**src/rtl/cpu_pkg.sv**
```systemverilog
// Shared definitions for the 9-bit CPU control path: widths, instruction
// field positions, opcode and sequencer state encodings.
package cpu_pkg;

   localparam int ADDR_WIDTH  = 10;
   localparam int DATA_WIDTH  = 9;
   localparam int INSTR_WIDTH = 22;

   // Instruction word layout
   localparam int OPC_MSB  = 21;
   localparam int OPC_LSB  = 18;
   localparam int SRCA_MSB = 17;
   localparam int SRCA_LSB = 15;
   localparam int SRCB_MSB = 14;
   localparam int SRCB_LSB = 12;
   localparam int RD_MSB   = 11;
   localparam int RD_LSB   = 9;
   localparam int IMM_MSB  = 8;
   localparam int IMM_LSB  = 0;

   // Source field value selecting imm9; as a destination it means "no write"
   localparam logic [2:0] REG_IMM = 3'd7;
   localparam int         NUM_REGS = 7;

   typedef enum logic [3:0] {
      OP_ADD  = 4'd0,
      OP_SUB  = 4'd1,
      OP_AND  = 4'd2,
      OP_OR   = 4'd3,
      OP_XOR  = 4'd4,
      OP_MOV  = 4'd5,
      OP_JMP  = 4'd13,
      OP_BZ   = 4'd14,
      OP_HALT = 4'd15
   } opcode_t;

   typedef enum logic [1:0] {
      ST_FETCH,
      ST_EXEC,
      ST_WB,
      ST_HALTED
   } state_t;

endpackage

```
**src/rtl/cpu_decode.sv**
```systemverilog
// Combinational instruction decoder for cpu_sequencer.
// Branch opcodes (JMP/BZ) are recognised only when CPU_SEQUENCER_BRANCH_EN
// is defined; otherwise they decode as ordinary ALU operations.
module cpu_decode
   import cpu_pkg::*;
(
   input  logic [INSTR_WIDTH-1:0] instr,
   output logic [3:0]             opcode,
   output logic [2:0]             src_a,
   output logic [2:0]             src_b,
   output logic [2:0]             rd,
   output logic [DATA_WIDTH-1:0]  imm,
   output logic                   imm_a,
   output logic                   imm_b,
   output logic                   write_en,
   output logic                   is_halt,
   output logic                   is_jmp,
   output logic                   is_bz
);

   assign opcode = instr[OPC_MSB:OPC_LSB];
   assign src_a  = instr[SRCA_MSB:SRCA_LSB];
   assign src_b  = instr[SRCB_MSB:SRCB_LSB];
   assign rd     = instr[RD_MSB:RD_LSB];
   assign imm    = instr[IMM_MSB:IMM_LSB];

   assign imm_a   = (src_a == REG_IMM);
   assign imm_b   = (src_b == REG_IMM);
   assign is_halt = (opcode == OP_HALT);

`ifdef CPU_SEQUENCER_BRANCH_EN
   assign is_jmp = (opcode == OP_JMP);
   assign is_bz  = (opcode == OP_BZ);
`else
   assign is_jmp = 1'b0;
   assign is_bz  = 1'b0;
`endif

   // Branches and HALT never write the register file; rd = 7 is a discard
   assign write_en = (rd != REG_IMM) && !is_halt && !is_jmp && !is_bz;

endmodule

```
**src/rtl/cpu_sequencer.sv**
```systemverilog
// Multi-cycle FETCH/EXEC/WB sequencer for the 9-bit CPU. Owns the PC and
// the halt condition. Optional branch support (JMP/BZ, resolved in WB) is
// enabled by defining CPU_SEQUENCER_BRANCH_EN.
module cpu_sequencer
   import cpu_pkg::*;
#(
   parameter int ADDR_W  = ADDR_WIDTH,
   parameter int DATA_W  = DATA_WIDTH,
   parameter int INSTR_W = INSTR_WIDTH
) (
   input  logic               clock,
   input  logic               reset,
   input  logic               run,
   output logic [ADDR_W-1:0]  address,
   input  logic [INSTR_W-1:0] instr,
   output logic [2:0]         rd_addr_a,
   output logic [2:0]         rd_addr_b,
   input  logic [DATA_W-1:0]  rd_data_a,
   input  logic [DATA_W-1:0]  rd_data_b,
   output logic [3:0]         alu_opcode,
   output logic [DATA_W-1:0]  alu_a,
   output logic [DATA_W-1:0]  alu_b,
   input  logic [DATA_W-1:0]  alu_out,
   output logic               reg_we,
   output logic [2:0]         reg_waddr,
   output logic [DATA_W-1:0]  reg_wdata,
   output logic               halted
);

   state_t              state;
   logic [ADDR_W-1:0]   pc;
   logic [DATA_W-1:0]   wb_data;
   logic                br_take;
   logic [ADDR_W-1:0]   br_target;

   logic [3:0]          opcode;
   logic [2:0]          src_a;
   logic [2:0]          src_b;
   logic [2:0]          rd;
   logic [DATA_W-1:0]   imm;
   logic                imm_a;
   logic                imm_b;
   logic                write_en;
   logic                is_halt;
   logic                is_jmp;
   logic                is_bz;
   logic                take_now;
   logic [ADDR_W-1:0]   target_now;

   cpu_decode u_decode (
      .instr    (instr),
      .opcode   (opcode),
      .src_a    (src_a),
      .src_b    (src_b),
      .rd       (rd),
      .imm      (imm),
      .imm_a    (imm_a),
      .imm_b    (imm_b),
      .write_en (write_en),
      .is_halt  (is_halt),
      .is_jmp   (is_jmp),
      .is_bz    (is_bz)
   );

   assign address   = pc;
   assign reg_wdata = wb_data;

   // Branch target is imm9 zero-extended to the PC width; BZ tests operand A
   assign target_now = {{(ADDR_W-DATA_W){1'b0}}, imm};
   assign take_now   = is_jmp || (is_bz && (alu_a == '0));

   // Read ports and ALU operands are live only in EXEC so the whole
   // RAM -> regfile -> ALU path settles within that one cycle
   always_comb begin
      rd_addr_a  = '0;
      rd_addr_b  = '0;
      alu_opcode = '0;
      alu_a      = '0;
      alu_b      = '0;
      if (state == ST_EXEC) begin
         rd_addr_a  = src_a;
         rd_addr_b  = src_b;
         alu_opcode = opcode;
         alu_a      = imm_a ? imm : rd_data_a;
         alu_b      = imm_b ? imm : rd_data_b;
      end
   end

   // Sequencer FSM: PC, writeback capture, write strobe and halt flag
   always_ff @(posedge clock or posedge reset) begin
      if (reset) begin
         state     <= ST_FETCH;
         pc        <= '0;
         wb_data   <= '0;
         reg_we    <= 1'b0;
         reg_waddr <= '0;
         br_take   <= 1'b0;
         br_target <= '0;
         halted    <= 1'b0;
      end else begin
         case (state)
            ST_FETCH: begin
               if (run) state <= ST_EXEC;
            end
            ST_EXEC: begin
               if (is_halt) begin
                  halted <= 1'b1;
                  state  <= ST_HALTED;
               end else begin
                  wb_data   <= alu_out;
                  reg_waddr <= rd;
                  reg_we    <= write_en;
                  br_take   <= take_now;
                  br_target <= target_now;
                  state     <= ST_WB;
               end
            end
            ST_WB: begin
               reg_we <= 1'b0;
               pc     <= br_take ? br_target : pc + ADDR_W'(1);
               state  <= ST_FETCH;
            end
            ST_HALTED: begin
               state <= ST_HALTED;
            end
            default: begin
               state <= ST_FETCH;
            end
         endcase
      end
   end

endmodule

```
**config.mk**
```make
export PLATFORM = sky130hd
export DESIGN_NAME = cpu_sequencer
export DESIGN_NICKNAME = d
export VERILOG_FILES = /design/src/rtl/cpu_pkg.sv /design/src/rtl/cpu_decode.sv /design/src/rtl/cpu_sequencer.sv
export SDC_FILE = /design/constraint.sdc
export NUM_CORES = 1
export LEC_CHECK = 0
export BUFFER_PORTS_ARGS = -buffer_cell sky130_fd_sc_hd__buf_4
export CAP_MARGIN = 20
export CORE_MARGIN = 2
export CORE_UTILIZATION = 40
export CTS_CLUSTER_SIZE = 8
export DETAILED_ROUTE_END_ITERATION = 7
export PLACE_DENSITY = 0.87
export SYNTH_ARGS = -nofsm -noshare
export SYNTH_HDL_FRONTEND = slang
export SYNTH_SLANG_ARGS = --single-unit
export TNS_END_PERCENT = 5
```
**constraint.sdc**
```tcl
create_clock -name clock -period 1.5 [get_ports clock]
set_clock_uncertainty 0.05 [all_clocks]
set_input_delay 0.45 -clock clock [delete_from_list [all_inputs] [get_ports clock]]
set_output_delay 0.45 -clock clock [all_outputs]
set_load 0.005 [all_outputs]
```
==> results.cfg <==
[run_status]
status = finished with violations
violations = setup timing

[sta]
rsz0062_at_grt = true
hold_viol = 0
worst_pin_slew_ns = 0.316
fin_tns_setup_ns = -9.33
slew_headroom_pct = 78.9
fin_crit_sh_pct = 124
setup_viol = 41
slew_violations = 0
fin_crit_ns = 1.85
timing.hold.ws_ns = 0.105
setup_ws_ns = -0.354
max_clock_freq_mhz = 539

[worst_setup_path]
worstPathRequired_ns = 1.00
crit_chain = inv_2 > nand2_4 > buf_6 > a21oi_2 > buf_4
path_max_fanout = 5
max_stage_delay_ns = 0.46
start_kind = register
worstSetupPathType = reg2out
cp.arrival_ns = 1.35
crit_path_top_delay_cell = dfrtp_1
critPathCaptureType = output port

[yosys]
synth_top_family_by_area = simple AND/OR/NAND/NOR gates
ys_seq_area_share_pct = 45.6
yosysUniqueCellTypes = 25
synthMuxAreaShare_pct = 13.7
yosys_warnings = 0
syn_nets = 203
synth_top_area_cell = dfrtp_1
synth_area_per_cell_sq_um = 9.52
ys_ff_latch = 26
synth_compound_area_share_pct = 7.54
syn_area_sq_mm = 0.00143
synth-simple-area-share_pct = 23.6
synth_xor_area_share_pct = 5.52
syn_inst = 150
synth_top_area_share_pct = 45.6
synthAdderAreaFrac_pct = 0.876
synthTopCellsByArea = dfrtp_1, mux2_4, nand2_1

[clock_network]
clk_path_buf_depth = 2
clock_sinks = 26
numCtsBuffers = 3
cts_tree = done
cts_root_buffer = clkbuf_4
path_clk_slew_ns = 0.14
clock_latency_ns = 0.32
cts_max_level = 1

[power_and_ir_drop]
irDropWorstVdd_v = 0.00116
power_density_mw_per_mm2 = 1590
leakage_nw = 1.35

[drt]
drc = 0
wl_per_cell_um = 14.7
dr.pass1.iters = 4
ant_nets = 0
wl_um = 4680
via_per_inst = 4.77
via_count = 1517
drtIter0Drc = 91

[layout]
multi_input_comb_area_sq_um = 862
areaGrowthSynthToFinish_pct = 83.7
nNetsFinal = 326
register_area_sq_um = 654
drive_gt1_share_pct = 64.0
post-route-util_pct = 77.4
diodes = 0
nFillCells = 233

[global_routing]
grt_pass1_vias = 1556
grt_antenna_before_repair = 0
grtUsageTotal_pct = 23.7
grt_pass1_wl_um = 7400
gr-total-overflow = 0
grt_start_max_net_pins = 27

[run]
cap_violations = 0

[placed_design]
portBuffers = 103
place_hpwl_um = 3380
gp_congestion = 0.864

[die]
core_sq_mm = 0.00339
die_w_um = 63.7
rows = 21
die_h_um = 63.7
start_util_pct = 42.1
dieArea_sq_mm = 0.00406
num_io_pins = 104

[hold_path]
hp-class = in2async
==> cell usage in the layout (no fill, tap or decap), types with 3 or more instances in the layout <==
master,count
buf_4,108
nand2_1,37
dfrtp_1,23
a21oi_2,16
mux2_4,13
buf_6,13
and2_4,6
xnor2_1,5
nand3_1,5
xor2_1,4
and2_1,4
nand4_1,3
inv_1,3
nor3_1,3
dfrtp_2,3
clkbuf_4,3
==> what timing repair did <==
| item | 4_1_cts | 5_1_grt |
|---|---|---|
| gates resized for setup | 38 | 15 |
| endpoints found under the setup margin | 28 | 45 |
| endpoints found under the hold margin | 0 | 0 |
| setup buffers | 2 | 1 |
| hold buffers | 0 | 0 |
| pin swaps | 8 | 4 |
| cloned | 3 | 0 |
==> path summary, 6_finish.rpt <==
path / slack (ns) / to / cells past startpoint / start
max reg2reg: -0.04 / reg_wdata[2] / 5 / state[1]
min: 0.10 / reg_wdata[7] / 3 / reset
min in group clock: 0.30 / reg_wdata[5] / 2 / alu_out[5]
max in group asynchronous: 1.03 / state[0] / 3 / reset
min reg2reg: 0.44 / address[9] / 1 / address[9]
max: -0.35 / alu_b[8] / 5 / state[1]
==> worst max-delay path: cells and delay by family (launching register included) <==
family | cells | cell delay [ns]
flops | 1 | 0.46
compound gates | 1 | 0.12
buf+inv | 3 | 0.37
simple gates | 1 | 0.07
==> cell usage after synthesis, drive strengths merged <==
cell and count:
nand2 39, dfrtp 26, a21oi 20, mux2 14, and2 10, nand3 5
xnor2 5, clkbuf 4, inv 4, xor2 4, nand4 3, nor3 3
and3 2, buf 2, nor2b 2, and2b 1, ha 1, nand3b 1
nand4b 1, nor2 1, nor4 1, o21bai 1
==> registers in the layout, indices dropped and copies added (netlist names) <==
signal / flops
address: 10
halted: 1
reg_waddr: 3
reg_wdata: 9
reg_we: 1
state: 2
==> area by class of cell <==
| cell class | instances | share of cell area, % |
|---|---|---|
| timing repair buffer | 123 | 38.0 |
| multi-input combinational | 115 | 32.9 |
| sequential | 26 | 25.0 |
| tap | 46 | 2.19 |
| clock buffer | 4 | 1.38 |
| inverter | 4 | 0.573 |
==> per-stage QoR <==
step	power [W]	cells	cell area, sq um	setup WS [ns]
final	0.00417	318	2620	-0.354
after global routing	0.00444	318	2620	-0.426
after CTS	0.00406	317	2560	-0.323
after detailed placement	0.00335	308	2360	-0.164
after global placement	0.00327	308	2360	-0.141
after floorplan	0.00219	150	1430	-0.0439
==> power by group <==
group	switching, W	total (W)	internal [W]
sequential	0.000269	0.00128	0.00101
clock	0.000197	0.000345	0.000148
combinational	0.000928	0.00254	0.00161
total	0.00139	0.00417	0.00277
==> metal layers <==
layer  up-vias  share of wire, %  track usage [%]
met3         6               3.5             4.23
met4         0               1.6             7.88
met5         -                 0                0
met2        44                56             42.9
met1       721                39             28.2
li1        746                 -                -
==> cells by family after synthesis <==
logic type                 Yosys count
muxes                               14
DFF                                 26
and+or+nand+nor                     69
buffers and inverters               10
AOI/OAI and AO/OA                   21
xor gates and xnor gates             9
adders and majority gates            1
(Power assumes the default switching activity.)
